### src/rtl/alpha_trim_mean_pkg.sv
// Shared definitions for the alpha-trimmed mean consumer: one-hot FSM codes and width helpers.
// Pure declarations, no logic of its own.
package alpha_trim_pkg;

    localparam logic [4:0] S_IDLE   = 5'b00001;
    localparam logic [4:0] S_GATHER = 5'b00010;
    localparam logic [4:0] S_ROUND  = 5'b00100;
    localparam logic [4:0] S_DIVIDE = 5'b01000;
    localparam logic [4:0] S_OUT    = 5'b10000;

    // Number of samples that survive trimming, i.e. the divisor.
    function automatic int trim_k(input int dn, input int trim);
        return dn - 2 * trim;
    endfunction

    // Accumulator width: enough to hold DN full-scale samples plus rounding.
    function automatic int sum_width(input int dn, input int dw);
        return dw + $clog2(dn);
    endfunction

endpackage

### src/rtl/alpha_trim_mean_if.sv
// Window/result bundle between the rank sorter and the trimmed-mean consumer.
// master drives the window and start pulse; slave returns the mean and status.
interface alpha_trim_mean_if #(
    parameter int DN = 25,
    parameter int DW = 8
);
    localparam int DW_sequence = $clog2(DN);

    logic                      start;
    logic [DN*DW-1:0]          data_unsort;
    logic [DN*DW_sequence-1:0] sequence_sorted;
    logic [DW-1:0]             mean_out;
    logic                      mean_valid;
    logic                      busy;
    logic                      idx_err;

    modport master (
        output start, data_unsort, sequence_sorted,
        input  mean_out, mean_valid, busy, idx_err
    );

    modport slave (
        input  start, data_unsort, sequence_sorted,
        output mean_out, mean_valid, busy, idx_err
    );
endinterface

### src/rtl/alpha_trim_mean_seq_divider.sv
// Unsigned restoring divider, one quotient bit per cycle; done pulses NW cycles after start is sampled.
// No backpressure: a new start simply restarts the division.
module seq_divider #(
    parameter int NW  = 13,
    parameter int DVW = 6,
    parameter int QW  = 8
) (
    input  logic           clk,
    input  logic           rst_n,
    input  logic           div_start_i,
    input  logic [NW-1:0]  dividend_i,
    input  logic [DVW-1:0] divisor_i,
    output logic           div_done_o,
    output logic [QW-1:0]  quotient_o
);
    localparam int CW = $clog2(NW + 1);

    logic [NW-1:0]  quo_q;
    logic [DVW-1:0] rem_q;
    logic [DVW-1:0] dvs_q;
    logic [CW-1:0]  cnt_q;
    logic           done_q;

    logic [DVW:0]   shifted;
    logic           fits;
    logic [DVW-1:0] rem_d;

    // The remainder stays below the divisor, so the restored value always fits in DVW bits.
    always_comb begin
        shifted = {rem_q, quo_q[NW-1]};
        fits    = shifted >= {1'b0, dvs_q};
        rem_d   = fits ? DVW'(shifted - {1'b0, dvs_q}) : shifted[DVW-1:0];
    end

    always_ff @(posedge clk or negedge rst_n) begin
        if (!rst_n) begin
            quo_q  <= '0;
            rem_q  <= '0;
            dvs_q  <= '0;
            cnt_q  <= '0;
            done_q <= 1'b0;
        end else if (div_start_i) begin
            quo_q  <= dividend_i;
            rem_q  <= '0;
            dvs_q  <= divisor_i;
            cnt_q  <= CW'(NW);
            done_q <= 1'b0;
        end else if (cnt_q != '0) begin
            quo_q  <= {quo_q[NW-2:0], fits};
            rem_q  <= rem_d;
            cnt_q  <= cnt_q - 1'b1;
            done_q <= (cnt_q == CW'(1));
        end else begin
            done_q <= 1'b0;
        end
    end

    assign div_done_o = done_q;
    assign quotient_o = quo_q[QW-1:0];

endmodule

### src/rtl/alpha_trim_mean.sv
// Captures a sorted window, sums the untrimmed ranks and divides with rounding; mean_valid DN+SW+2 cycles after start.
// No backpressure: start is honoured only in IDLE/OUT and ignored while busy.
module alpha_trim_mean
    import alpha_trim_pkg::*;
#(
    parameter int DN   = 25,
    parameter int DW   = 8,
    parameter int TRIM = 2
) (
    input  logic               clk,
    input  logic               rst_n,
    alpha_trim_mean_if.slave   bus
);
    localparam int DW_sequence = $clog2(DN);
    localparam int SW          = sum_width(DN, DW);
    localparam int K           = trim_k(DN, TRIM);

    logic [4:0]             state_q, state_d;
    logic [DW-1:0]          smp_q  [DN];
    logic [DW_sequence-1:0] slot_q [DN];
    logic [SW-1:0]          acc_q, acc_d;
    logic [DW_sequence-1:0] rank_q, rank_d;
    logic                   err_q, err_d;
    logic [DW-1:0]          mean_q, mean_d;

    logic                   accept;
    logic [DW_sequence-1:0] idx;
    logic                   idx_ok;
    logic                   keep;
    logic [DW-1:0]          sel;
    logic [SW-1:0]          rounded;
    logic                   div_start;
    logic                   div_done;
    logic [DW-1:0]          quot;

    always_comb begin
        idx    = slot_q[rank_q];
        idx_ok = {1'b0, idx} < (DW_sequence + 1)'(DN);
        keep   = (rank_q >= DW_sequence'(TRIM)) && (rank_q <= DW_sequence'(DN - 1 - TRIM));
        sel    = '0;
        for (int k = 0; k < DN; k++) begin
            if (idx == DW_sequence'(k)) sel = smp_q[k];
        end
        rounded = acc_q + SW'(K / 2);
        accept  = bus.start && ((state_q == S_IDLE) || (state_q == S_OUT));
    end

    always_comb begin
        state_d   = state_q;
        acc_d     = acc_q;
        rank_d    = rank_q;
        err_d     = err_q;
        mean_d    = mean_q;
        div_start = 1'b0;
        case (state_q)
            S_GATHER: begin
                if (keep && idx_ok) acc_d = acc_q + SW'(sel);
                if (!idx_ok)        err_d = 1'b1;
                rank_d = rank_q + 1'b1;
                if (rank_q == DW_sequence'(DN - 1)) state_d = S_ROUND;
            end
            S_ROUND: begin
                div_start = 1'b1;
                state_d   = S_DIVIDE;
            end
            S_DIVIDE: begin
                if (div_done) begin
                    mean_d  = quot;
                    state_d = S_OUT;
                end
            end
            S_OUT:   state_d = S_IDLE;
            S_IDLE:  state_d = S_IDLE;
            default: state_d = S_IDLE;
        endcase
        // A start in IDLE or OUT opens a fresh job with a clean accumulator and error flag.
        if (accept) begin
            state_d = S_GATHER;
            acc_d   = '0;
            rank_d  = '0;
            err_d   = 1'b0;
        end
    end

    always_ff @(posedge clk or negedge rst_n) begin
        if (!rst_n) begin
            state_q <= S_IDLE;
            acc_q   <= '0;
            rank_q  <= '0;
            err_q   <= 1'b0;
            mean_q  <= '0;
            for (int k = 0; k < DN; k++) begin
                smp_q[k]  <= '0;
                slot_q[k] <= '0;
            end
        end else begin
            state_q <= state_d;
            acc_q   <= acc_d;
            rank_q  <= rank_d;
            err_q   <= err_d;
            mean_q  <= mean_d;
            if (accept) begin
                for (int k = 0; k < DN; k++) begin
                    smp_q[k]  <= bus.data_unsort[k*DW +: DW];
                    slot_q[k] <= bus.sequence_sorted[k*DW_sequence +: DW_sequence];
                end
            end
        end
    end

    seq_divider #(
        .NW  (SW),
        .DVW (DW_sequence + 1),
        .QW  (DW)
    ) u_div (
        .clk         (clk),
        .rst_n       (rst_n),
        .div_start_i (div_start),
        .dividend_i  (rounded),
        .divisor_i   ((DW_sequence + 1)'(K)),
        .div_done_o  (div_done),
        .quotient_o  (quot)
    );

    assign bus.mean_out   = mean_q;
    assign bus.mean_valid = (state_q == S_OUT);
    assign bus.busy       = (state_q == S_GATHER) || (state_q == S_ROUND) || (state_q == S_DIVIDE);
    assign bus.idx_err    = err_q;

endmodule
### src/flat_wrapper.sv
// flat-port wrapper written by rule: the top's interface ports become plain ports
module alpha_trim_mean_flat import alpha_trim_pkg::*;
#(
    parameter int DN   = 25,
    parameter int DW   = 8,
    parameter int TRIM = 2
)
  (clk, rst_n, bus_start, bus_data_unsort, bus_sequence_sorted, bus_mean_out, bus_mean_valid, bus_busy, bus_idx_err);
  alpha_trim_mean_if #(.DN(DN), .DW(DW)) bus_i ();
  input  logic clk;
  input  logic rst_n;
  input wire logic [$bits(bus_i.start)-1:0] bus_start;
  input wire logic [$bits(bus_i.data_unsort)-1:0] bus_data_unsort;
  input wire logic [$bits(bus_i.sequence_sorted)-1:0] bus_sequence_sorted;
  output wire logic [$bits(bus_i.mean_out)-1:0] bus_mean_out;
  output wire logic [$bits(bus_i.mean_valid)-1:0] bus_mean_valid;
  output wire logic [$bits(bus_i.busy)-1:0] bus_busy;
  output wire logic [$bits(bus_i.idx_err)-1:0] bus_idx_err;
  assign bus_i.start = bus_start;
  assign bus_i.data_unsort = bus_data_unsort;
  assign bus_i.sequence_sorted = bus_sequence_sorted;
  assign bus_mean_out = bus_i.mean_out;
  assign bus_mean_valid = bus_i.mean_valid;
  assign bus_busy = bus_i.busy;
  assign bus_idx_err = bus_i.idx_err;
  alpha_trim_mean #(.DN(DN), .DW(DW), .TRIM(TRIM)) u_core (.clk(clk), .rst_n(rst_n), .bus(bus_i));
endmodule
### config.mk
export PLATFORM = sky130hd
export DESIGN_NAME = alpha_trim_mean_flat
export DESIGN_NICKNAME = d
export VERILOG_FILES = /design/src/rtl/alpha_trim_mean_pkg.sv /design/src/rtl/alpha_trim_mean_if.sv /design/src/rtl/alpha_trim_mean_seq_divider.sv /design/src/rtl/alpha_trim_mean.sv /design/src/flat_wrapper.sv
export SDC_FILE = /design/constraint.sdc
export NUM_CORES = 1
export LEC_CHECK = 0
export CAP_MARGIN = 20
export CORE_MARGIN = 5
export CORE_UTILIZATION = 65
export DETAILED_ROUTE_END_ITERATION = 8
export DONT_BUFFER_PORTS = 1
export PLACE_DENSITY_LB_ADDON = 0.25
export RECOVER_POWER = 50
export SETUP_SLACK_MARGIN = 0.2
export SLEW_MARGIN = 20
export SYNTH_ARGS = -nofsm -noshare
export SYNTH_HDL_FRONTEND = slang
export SYNTH_SLANG_ARGS = --single-unit
### constraint.sdc
create_clock -name clk -period 10.3 [get_ports clk]
set_clock_uncertainty 0.15 [all_clocks]
set_input_delay 2.575 -clock clk [delete_from_list [all_inputs] [get_ports clk]]
set_output_delay 2.575 -clock clk [all_outputs]
set_load 0.05 [all_outputs]
After elaboration in Yosys (flattened, before gate mapping)
Index checks and enable logic that the tools add are counted.
Storage, ports and cells
  register bits after elaboration: 382
  input bits: 328
  output and inout bits: 11
  word-level logic and storage cells: 170
Operators by class
  add/sub/neg operators: 5
  magnitude comparators: 5
  eq/ne operators: 34
  mux-type cells: 50
  bitwise gates (word level): 1
  reduce and logical (&&, ||, !) cells: 15
Operator list (number)
  two-way mux 8 bit: 25
  two-way mux 13 bit: 5
  == test 5 bit (second input constant): 11
  == test 5 x 4 -> 1 bit (second input constant): 9
  two-way mux 5 bit: 7
  binary-select mux 5 bit (select 5 bit): 1
  == test 5 x 3 -> 1 bit (second input constant): 5
  two-way mux 6 bit: 3
  == test 5 x 2 -> 1 bit (second input constant): 3
  case mux 5 bit (3 select lines): 1
  adder 13 x 4 -> 13 bit (second input constant): 1
  adder 13 x 8 -> 13 bit: 1
  == test 5 x 1 -> 1 bit (second input constant): 2
  two-way mux 4 bit: 2
  AND reduction 2 bit: 4
  greater-or-equal comparator 7 x 5 -> 1 bit: 1
  greater-or-equal comparator 6 bit (second input constant): 1
  two-way mux 1 bit: 6
  NOT 5 -> 6 bit: 1
  nonzero test 2 bit: 3
  subtractor 6 x 5 -> 6 bit: 1
  adder 5 x 1 -> 5 bit (second input constant): 1
  greater-or-equal comparator 5 x 2 -> 1 bit (second input constant): 1
  <= comparator 5 bit (second input constant): 1
  10 further kinds: 14

Depth between registers and ports, before layout
Gate-level depths: netlist of the first run.
  depth after elaboration: 34
  depth in mapped cells: 26

By module
A second synthesis of the first run with hierarchy kept.
Second synthesis, totals
  cell total of the unflattened synthesis: 2211
  area, all modules: 18841.8 µm²
By module, submodules not included
  alpha_trim_mean: times used 1, cells each 2043, area an instance 17161.5 µm², sequential area each 8934.8 µm²
  seq_divider: times used 1, cells each 168, area an instance 1680.4 µm², sequential area each 750.7 µm²

Worst setup path after synthesis of the first run
OpenSTA, ideal clock, no wires.
  path type: reg-to-reg
  from: register u_core.rank_q[0]
  to: register u_core.acc_q[12]
  arrival time: 4829 ps
  data required time: 10071 ps
  slack: 5241 ps
  stages on the path, launching flop included: 25
  path buffers: 4
  period minus slack after synthesis: 5059 ps
  cells stage by stage: dfrtp_1 buf_6 buf_6 mux4_2 mux2_2 o221ai_1 and2_1 buf_4 buf_4 mux4_2 nand2_1 o21ai_0 a311oi_1 o311ai_1 ha_1 fa_1 a21o_1 a21o_1 a21o_1 a21oi_1 nor2b_1 o21a_1 o211a_1 nand4_1 mux2i_1
On the way
  word-level cells in the longest chain between the ends: 34
RTL lines
  start: declaration: line alpha_trim_mean.sv:22  | logic [DW_sequence-1:0] rank_q, rank_d;
  start signal: assignment: line alpha_trim_mean.sv:99  | rank_q <= rank_d;
  NOT 5 -> 6 bit (not written as such): line alpha_trim_mean.sv:37  | idx = slot_q[rank_q];
  binary-select mux 5 bit (select 5 bit): line alpha_trim_mean.sv:37
  two-way mux 5 bit (not written as such) (2 in a row): line alpha_trim_mean.sv:37
  zero test 5 bit: line alpha_trim_mean.sv:42  | if (idx == DW_sequence'(k)) sel = smp_q[k];
  two-way mux 8 bit (25 in a row): line alpha_trim_mean.sv:42
  adder 13 x 8 -> 13 bit: line alpha_trim_mean.sv:57  | if (keep && idx_ok) acc_d = acc_q + SW'(sel);
  two-way mux 13 bit: line alpha_trim_mean.sv:57
  two-way mux 13 bit: line alpha_trim_mean.sv:55  | case (state_q)
  two-way mux 13 bit: line alpha_trim_mean.sv:77  | if (accept) begin
  end signal: assignment: line alpha_trim_mean.sv:88  | acc_q <= '0;
  end signal: assignment: line alpha_trim_mean.sv:98  | acc_q <= acc_d;
  end: declaration: line alpha_trim_mean.sv:21  | logic [SW-1:0] acc_q, acc_d;
Parallel ways exist; a longest one is shown, timed or not. The select of a mux whose other input is x is not followed.
A chain may end at the register's enable or synchronous reset.

Final worst setup path of the first run
Ends and elaborated chain as after synthesis.

==> flow_summary.yaml, run 1 <==
clocking:
  cts-htree-levels: 2
  path_clk_slew_ns: 0.06
  cts_buffer_depth: 3
  clock_sinks: 382
  cts-hold-fix-buffers: 0
  ctsResizeCount: 0
  cts_tree: "built"
  clock-root-buffer: "clkbuf_16"
  numCtsBuffers: 40
  worstSkewPairLatency_ns: 0.51
  post_cts_buffers: 0
critical_path:
  critPathArrivalTime_ns: 7.99
  crit_chain: "mux4_2, a22o_1, a21o_1, nor3_4, buf_4, buf_4, nand2_1, o22ai_1, o21ai_0, a311oi_1, o311ai_1, ha_1, fa_1, a21o_1, a21o_1, a21o_1, a21oi_1, nor2b_1, o21a_1, o211a_1, nand4_1, mux2i_1"
  worstPathMaxFanout: 41
  slowest_stage: "dfrtp_1"
  worstSetupEndpointType: "flop"
  cp-endpoint: "u_core.acc_q[12]"
  r2r-end: "u_core.acc_q[12]"
  crit_buf_inv: 2
  timing.rr.start: "u_core.rank_q[0]"
  reg2reg_depth: 22
  path_delay_family: "compound AO/OA/AOI/OAI gates"
  crit_cells: 22
  rrSetupSlack_ns: 2.59
  criticalPathCategory: "flop to flop"
  startpoint_type: "flop"
  cpMostUsedCell: "a21o_1"
  required_ns: 10.59
  cpPeakStageDelay_ns: 1.49
  startpoint: "u_core.rank_q[0]"
floorplan:
  coreArea_mm2: 0.02801
  ios: 339
  floorplan.initialDensity_pct: 66.33
  row_count: 61
  dieArea_mm2: 0.03206
  die_x_um: 179.1
  dieHeight_um: 179.1
yosys:
  yosys-top-cells-area: "dfrtp_1, nand2_1, mux4_2"
  synth_edf_count: 0
  yosys.area.top_type: "dfrtp_1"
  ys_seq_area_share_pct: 51.46
  syn-num-nets: 2491
  syn-instance-count: 2142
  synth_ff_type: "dfrtp_1"
  avgSynthCellArea_um2: 8.674
  synth_area_mm2: 0.01858
  synth_top_area_share_pct: 51.32
  async_reset_ff_share_pct: 100.0
  ys_warn_count: 0
  synth.distinct_cells: 75
  synth_seq_cells: 382
timing:
  grt_setup_unrepaired: "false"
  drv_slew: 70
  tns_ns: 0
  finalHoldViolations: 0
  period_needed_ns: 7.706
  tightestPinTransition_ns: 1.722
  maxSlewHeadroom_pct: -14.79
  min_period_over_period_pct: 74.81
  timing.fmax_mhz: 129.8
  hold_ws_ns: 0.3203
  setup_viol: 0
place:
  place.gp.congestion: 0.9745
  port_buffers: 0
  place_area_mm2: 0.01860
  place_hpwl_um: 35950
job:
  cap_violations: 1
pwr:
  pwr-share-clk_pct: 19.7
  combPwrFrac_pct: 43.7
  peakVddDrop_v: 0.0002140
  switchingPower_uw: 3110
  p_leak_uw: 0.01006
  internal_power_uw: 4256
  seqPwrFrac_pct: 36.6
  cellPowerDensity_mw_per_mm2: 369.6
  switching_share_pct: 42.22
grt:
  grt_use_total_pct: 31.90
  overflow: 0
  grt_pass1_wl_um: 79790
  grt_max_degree: 383
  grt_antenna_before_repair: 3
  grt_pass1_vias: 14820
detailed_routing:
  final_antenna_net_count: 0
  drt_iter0_drc: 1623
  dr.pass1.iters: 6
  wirelength_um: 51280
  num_vias: 14960
  drc: 0
  post_drt_wl_per_cell_um: 20.75
  via_per_inst: 6.053
final_layout:
  final-seq-area_mm2: 0.009562
  layout_common_cells: "nand2_1, dfrtp_1, nor2_1"
  mostFrequentLayoutCell: "nand2_1"
  drive_gt1_share_pct: 6.740
  syn2layout_area_growth_pct: 7.273
  fin_area_mm2: 0.01993
  nFillCells: 2133
  final_nets: 2415
  multi_input_area_mm2: 0.008411
run_status:
  status: "finished, violations left"
  violations: "capacitance limit, slew limit"
hold_path:
  hold_class: "flop to flop"
## layer usage
metal  part of all wire, %  GRT usage, %  wire [um]  vias to the layer above
met1                    40         45.63      20660                     7217
met5                 0.043             0         22                        -
met2                    46         49.49      23580                      768
met3                    11         8.013       5551                      106
li1                      -             -          -                     6861
met4                   2.9         8.283       1467                        4
## worst min-delay path by stage
stage	start	endpoint	slack (ns)	cells past startpoint
2_1_floorplan	u_core.smp_q[140]	u_core.smp_q[140]	0.29	2
3_3_place_gp	u_core.slot_q[47]	u_core.slot_q[47]	0.30	2
3_5_place_dp	u_core.smp_q[119]	u_core.smp_q[119]	0.31	2
5_1_grt	u_core.slot_q[77]	u_core.slot_q[77]	0.34	2
4_1_cts	u_core.smp_q[119]	u_core.smp_q[119]	0.32	2
6_report	u_core.smp_q[167]	u_core.smp_q[167]	0.32	2
## final cells by class
type | instances | share of cell area, %
flip-flops and latches | 382 | 47.98
well taps | 378 | 2.373
clock inverters | 10 | 0.6529
repair buffers | 13 | 0.5901
inverters | 12 | 0.2260
diodes | 1 | 0.01256
clock buffers | 58 | 5.970
multi-input cells | 1617 | 42.20
## worst register-to-register path, stage by stage (launching register included)
cell	delay (ns)
dfrtp_1	1.49
mux4_2	0.66
a22o_1	0.24
a21o_1	0.20
nor3_4	0.11
buf_4	0.54
buf_4	0.51
nand2_1	0.40
o22ai_1	0.28
o21ai_0	0.11
a311oi_1	0.53
o311ai_1	0.23
ha_1	0.26
fa_1	0.41
a21o_1	0.18
a21o_1	0.20
a21o_1	0.18
a21oi_1	0.21
nor2b_1	0.07
o21a_1	0.18
o211a_1	0.21
nand4_1	0.10
mux2i_1	0.19
## synth_stat cells (all sizes together) (13+ instances only)
cell type and n:
a21oi 40, a31oi 22, buf 35, clkbuf 96, dfrtp 381, ha 20, mux2 24, mux2i 56
mux4 28, nand2 1094, nand3 24, nor2 57, nor3 21, o21ai 36, xnor2 13
## state kept, by name, indices dropped and copies added, names as in the netlist
| register | cells |
|---|---|
| u_core.state_q | 5 |
| u_core.u_div.quo_q | 13 |
| u_core.smp_q | 200 |
| u_core.bus.idx_err | 1 |
| u_core.u_div.rem_q | 6 |
| u_core.bus.mean_out | 8 |
| u_core.slot_q | 125 |
| u_core.u_div.dvs_q | 1 |
| u_core.u_div.div_done_o | 1 |
| u_core.u_div.cnt_q | 4 |
| u_core.acc_q | 13 |
| u_core.rank_q | 5 |
## power groups by stage
stage	registers (uW)	logic, uW	clock network (uW)
after floorplan	2460	2490	0
after global placement	2670	3010	0
after detailed placement	2680	3140	0
after CTS	2670	3170	1470
after global routing	2750	3540	1520
final	2690	3220	1450
## per-stage QoR
stage	worst slack (ns)	std cells	util (%)	power [uW]
6_report	2.594	2471	71.15	7366
5_1_grt	2.193	2471	71.15	7809
4_1_cts	3.272	2470	71.12	7302
3_5_place_dp	3.271	2402	66.41	5816
3_3_place_gp	3.569	2402	66.41	5685
2_1_floorplan	5.241	2142	-	4948
## cells by family after synthesis
logic type               after synthesis  share of synthesized area [%]
AND/OR/NAND/NOR                     1259                          27.13
flip-flops                           382                          51.46
AO/OA/AOI/OAI                        204                          7.556
buffers and inverters                143                          3.354
multiplexers                         108                          7.866
XOR/XNOR                              25                          1.179
adder cells (fa/ha/maj)               21                          1.455
(Power assumes the default switching activity.)
==> run 2, diff against run 1 <==
- CORE_UTILIZATION: 65 -> 64
- clock period: 10.3 -> 7.4 ns (I/O delays scaled with it)
==> flow_summary.yaml, run 2 (synthesis gave the netlist of run 1 again) <==
timing:
  grt_setup_unrepaired: "false"
  tns_ns: 0
  maxSlewHeadroom_pct: 30.30
  tightestPinTransition_ns: 1.045
  timing.fmax_mhz: 156.8
  finalHoldViolations: 0
  period_needed_ns: 6.377
  setup_viol: 0
  min_period_over_period_pct: 86.17
  drv_slew: 0
clocking:
  cts_buffer_depth: 3
  cts-htree-levels: 2
  cts_tree: "built"
  path_clk_slew_ns: 0.06
  post_cts_buffers: 0
  numCtsBuffers: 41
  cts-hold-fix-buffers: 0
  worstSkewPairLatency_ns: 0.53
  clock_sinks: 382
  ctsResizeCount: 0
  clock-root-buffer: "clkbuf_16"
critical_path:
  required_ns: 7.63
  criticalPathCategory: "flop to flop"
  reg2reg_depth: 19
  timing.rr.start: "u_core.rank_q[0]"
  worstPathMaxFanout: 31
  slowest_stage: "dfrtp_2"
  cpPeakStageDelay_ns: 0.76
  critPathArrivalTime_ns: 6.61
  startpoint_type: "flop"
  worstSetupEndpointType: "flop"
  crit_chain: "mux4_2, mux2_2, o221ai_1, and2_2, buf_4, mux4_2, a21oi_1, o311ai_0, a211oi_1, a311oi_1, ha_1, nand2_1, o21a_1, o21ai_0, a21oi_1, nor2b_1, nand4_1, xor2_1, nor2_1"
  r2r-end: "u_core.acc_q[11]"
  rrSetupSlack_ns: 1.02
final_layout:
  largest_register: "u_core.smp_q"
  top_regs: "u_core.smp_q: 200 flops, u_core.slot_q: 125 flops"
  final_nets: 2421
  nFillCells: 2201
  drive_gt1_share_pct: 7.282
  final_core_util_pct: 69.77
  mostFrequentLayoutCell: "nand2_1"
  largest_reg_flops: 200
  syn2layout_area_growth_pct: 7.785
  layout_common_cells: "nand2_1, dfrtp_1, nor2_1"
floorplan:
  ios: 339
  floorplan.initialDensity_pct: 64.73
  dieHeight_um: 180.4
  dieArea_mm2: 0.03254
  coreArea_mm2: 0.02870
  row_count: 62
  die_x_um: 180.4
hold_path:
  holdPathEnd: "u_core.slot_q[63]"
  hold_depth: 2
  worstHoldStart: "u_core.slot_q[63]"
  hold_class: "flop to flop"
detailed_routing:
  final_antenna_net_count: 0
  post_drt_wl_per_cell_um: 21.09
  dr.pass1.iters: 6
  drt_iter0_drc: 1256
  drc: 0
  via_per_inst: 5.965
  num_vias: 14830
  wirelength_um: 52460
place:
  place.gp.congestion: 0.9460
  place_hpwl_um: 37800
  port_buffers: 0
grt:
  grt_use_total_pct: 31.51
  grt_pass1_wl_um: 82290
  overflow: 0
  grt_antenna_before_repair: 2
  grt_max_degree: 383
  grt_pass1_vias: 14930
pwr:
  peakVddDrop_v: 0.0003877
  p_leak_uw: 0.01011
  cellPowerDensity_mw_per_mm2: 516.2
run_status:
  status: "finished clean"
job:
  cap_violations: 0
run 2: changes by cell type in the layout (fill, tap and decap cells not counted), moves of 2 or more:
cell | before | now
buf_4 | 10 | 13
bufinv_16 | 3 | 1
clkbuf_1 | 7 | 5
clkbuf_8 | 10 | 12
clkinv_2 | 5 | 7
clkinv_4 | 0 | 2
run 2: metal layers:
layer / wire length, um / global-route usage (%) / up-vias
met1: 21900 / 44.87 / 7201
met3: 4220 / 6.904 / 100
met2: 24670 / 49.33 / 643
met4: 1666 / 9.558 / 0
li1: - / - / 6890
met5: 0 / 0 / -
run 2: stage by stage:
| step | instance area, um^2 | power (uW) | hold slack [ns] | std cells | setup WS (ns) |
|---|---|---|---|---|---|
| after global routing | 20030 | 11020 | 0.3434 | 2487 | 0.6503 |
| after CTS | 20000 | 10310 | 0.3266 | 2484 | 1.099 |
| final | 20030 | 10340 | 0.3235 | 2487 | 1.023 |
| after global placement | 18650 | 8111 | 0.3007 | 2412 | 1.307 |
| after detailed placement | 18650 | 8226 | 0.3095 | 2412 | 1.118 |
| after floorplan | 18580 | 6886 | 0.2874 | 2142 | 2.341 |
run 2: area by class of cell:
cell class / count / area, um^2 / area share [%]
Clock inverter: 13 / 115.1 / 0.5748
Clock buffer: 59 / 1235 / 6.167
Timing Repair Buffer: 18 / 171.4 / 0.8560
Sequential cell: 382 / 9563 / 47.75
Antenna cell: 2 / 5.005 / 0.02499
Tap cell: 384 / 480.5 / 2.399
Inverter: 12 / 45.04 / 0.2249
Multi-Input combinational cell: 1617 / 8411 / 42.00
run 2: how the worst max path moves through the flow:
stage / from / end / cells past startpoint
after floorplan: u_core.rank_q[0] / u_core.acc_q[12] / 24
after detailed placement: u_core.rank_q[0] / u_core.acc_q[11] / 20
final: u_core.rank_q[0] / u_core.acc_q[11] / 19
after CTS: u_core.rank_q[0] / u_core.acc_q[11] / 19
after global placement: u_core.rank_q[0] / u_core.acc_q[12] / 21
after global routing: u_core.rank_q[0] / u_core.acc_q[11] / 20
run 2: where the power goes:
group,total [uW],internal (uW),switching (uW),leakage (uW)
Clock,2030,1200,835,0.000671
Sequential,3830,3030,802,0.00474
Combinational,4470,1710,2770,0.00470
Total,10300,5930,4400,0.0101
run 2: worst max-delay path: cells and delay by family, from the launching register on:
kind                       cells  cell delay, ns
adders and majority gates      1            0.34
AOI/OAI and AO/OA              8            2.05
muxes                          3            1.30
and+or+nand+nor                5            0.93
DFF                            1            0.76
buffers and inverters          1            0.48
xor gates and xnor gates       1            0.17
==> run 3, diff against run 2 <==
- CORE_MARGIN: 5 -> 1
- CORE_UTILIZATION: 64 -> 30
==> flow_summary.yaml, run 3 (synthesis gave the netlist of run 1 again) <==
timing:
  drv_slew: 0
  period_needed_ns: 6.594
  tightestPinTransition_ns: 1.286
  timing.fmax_mhz: 151.6
  maxSlewHeadroom_pct: 14.29
  min_period_over_period_pct: 89.11
  setup_viol: 0
  tns_ns: 0
  grt_setup_unrepaired: "false"
  finalHoldViolations: 0
critical_path:
  r2r-end: "u_core.acc_q[12]"
  worstSetupEndpointType: "flop"
  reg2reg_depth: 21
  criticalPathCategory: "flop to flop"
  critPathArrivalTime_ns: 6.95
  timing.rr.start: "u_core.rank_q[0]"
  rrSetupSlack_ns: 0.81
  required_ns: 7.76
  startpoint_type: "flop"
  worstPathMaxFanout: 29
  cp-endpoint: "u_core.acc_q[12]"
  startpoint: "u_core.rank_q[0]"
detailed_routing:
  drt_iter0_drc: 1258
  wirelength_um: 60640
  final_antenna_net_count: 0
  via_per_inst: 5.057
  drc: 0
  dr.pass1.iters: 5
  num_vias: 14680
  post_drt_wl_per_cell_um: 20.90
place:
  place.gp.congestion: 0.8809
  place_hpwl_um: 43690
  port_buffers: 0
  place_inst: 2812
clocking:
  cts_buffer_depth: 3
  path_clk_slew_ns: 0.06
  cts-hold-fix-buffers: 0
  clock-root-buffer: "clkbuf_16"
  post_cts_buffers: 0
  cts_tree: "built"
  clock_sinks: 382
  cts-htree-levels: 2
  ctsResizeCount: 0
  numCtsBuffers: 46
  worstSkewPairLatency_ns: 0.58
final_layout:
  mostFrequentLayoutCell: "nand2_1"
  top_regs: "u_core.smp_q: 200 flops, u_core.slot_q: 125 flops"
  final-seq-area_mm2: 0.009563
  syn2layout_area_growth_pct: 12.40
  multi_input_area_mm2: 0.008411
  nFillCells: 6262
  largest_reg_flops: 200
  layout_common_cells: "nand2_1, dfrtp_1, nor2_1"
  final_nets: 2429
  stdcell_count: 2902
  drive_gt1_share_pct: 7.889
  largest_register: "u_core.smp_q"
floorplan:
  floorplan.initialDensity_pct: 30.55
  coreArea_mm2: 0.06081
  ios: 339
  dieArea_mm2: 0.06293
  die_x_um: 250.9
  dieHeight_um: 250.9
  row_count: 90
grt:
  grt_pass1_vias: 14730
  overflow: 0
  grt_max_degree: 383
  grt_antenna_before_repair: 4
  grt_use_total_pct: 19.08
  grt_pass1_wl_um: 91850
job:
  cap_violations: 0
pwr:
  peakVddDrop_v: 0.0002477
  cellPowerDensity_mw_per_mm2: 523.0
  p_leak_uw: 0.01028
hold_path:
  hold_class: "flop to flop"
  worstHoldStart: "u_core.slot_q[44]"
run_status:
  status: "finished clean"
-- run 3: cell types whose count changed in the layout (fill, tap and decap cells not counted), sizes merged --
| cell | previous run | this run |
|---|---|---|
| clkbuf | 59 | 60 |
| buf | 18 | 21 |
| inv | 13 | 15 |
| diode | 2 | 3 |
| clkinv | 10 | 12 |
| bufinv | 1 | 9 |
-- run 3: how the worst min path moves through the flow --
stage	endpoint	slack, ns	depth (start not counted)
after floorplan	u_core.smp_q[140]	0.29	2
after global placement	u_core.smp_q[95]	0.30	2
after detailed placement	u_core.smp_q[95]	0.31	2
after CTS	u_core.smp_q[95]	0.32	2
after global routing	u_core.slot_q[86]	0.33	2
final	u_core.slot_q[44]	0.32	2
-- run 3: stage by stage --
| stage | setup slack [ns] | hold slack, ns | cell area, um^2 | power [uW] | utilization [%] |
|---|---|---|---|---|---|
| finish | 0.8057 | 0.3220 | 20880 | 10920 | 34.34 |
| global route | 0.4038 | 0.3271 | 20880 | 11660 | 34.34 |
| CTS | 0.7865 | 0.3221 | 20840 | 10990 | 34.27 |
| detailed placement | 0.8144 | 0.3069 | 19180 | 8444 | 31.54 |
| global placement | 0.8401 | 0.3005 | 19180 | 8383 | 31.54 |
| floorplan | 2.341 | 0.2874 | 18580 | 6886 | - |
-- run 3: power breakdown --
group          switching (uW)  leakage (uW)  internal [uW]
clock network             943      0.000817           1530
registers                 747       0.00474           3030
logic                    2930       0.00472           1740
total                    4620        0.0103           6300
-- run 3: layout make-up --
cell class,instances,area share (%)
Sequential cell,382,45.79
Multi-Input combinational cell,1617,40.27
Clock buffer,60,6.099
Tap cell,782,4.685
Clock inverter,25,1.851
Timing Repair Buffer,21,1.048
Inverter,12,0.2157
Antenna cell,3,0.03595
-- run 3: layer usage --
metal	vias to the layer above	GRT usage [%]	share of wire, %
met4	2	5.226	2.4
met1	7211	26.91	46
met5	-	0	0.021
met2	449	29.84	46
li1	6935	-	-
met3	79	3.645	6.0
-- run 3: worst max-delay path, cell delays in order, from the launching register on --
cell and delay [ns]:
dfrtp_2 0.88, buf_4 0.31, mux4_2 0.50, mux2_2 0.29, a22oi_1 0.20, and2_2 0.63
mux4_2 0.41, a22oi_1 0.19, a21oi_1 0.09, a311oi_1 0.42, o311ai_1 0.20, ha_1 0.25
fa_1 0.41, a21o_1 0.18, a21o_1 0.20, a21o_1 0.19, a21oi_1 0.24, nor2b_1 0.08
o21a_1 0.19, o211a_1 0.22, nand4_1 0.10, mux2i_1 0.18
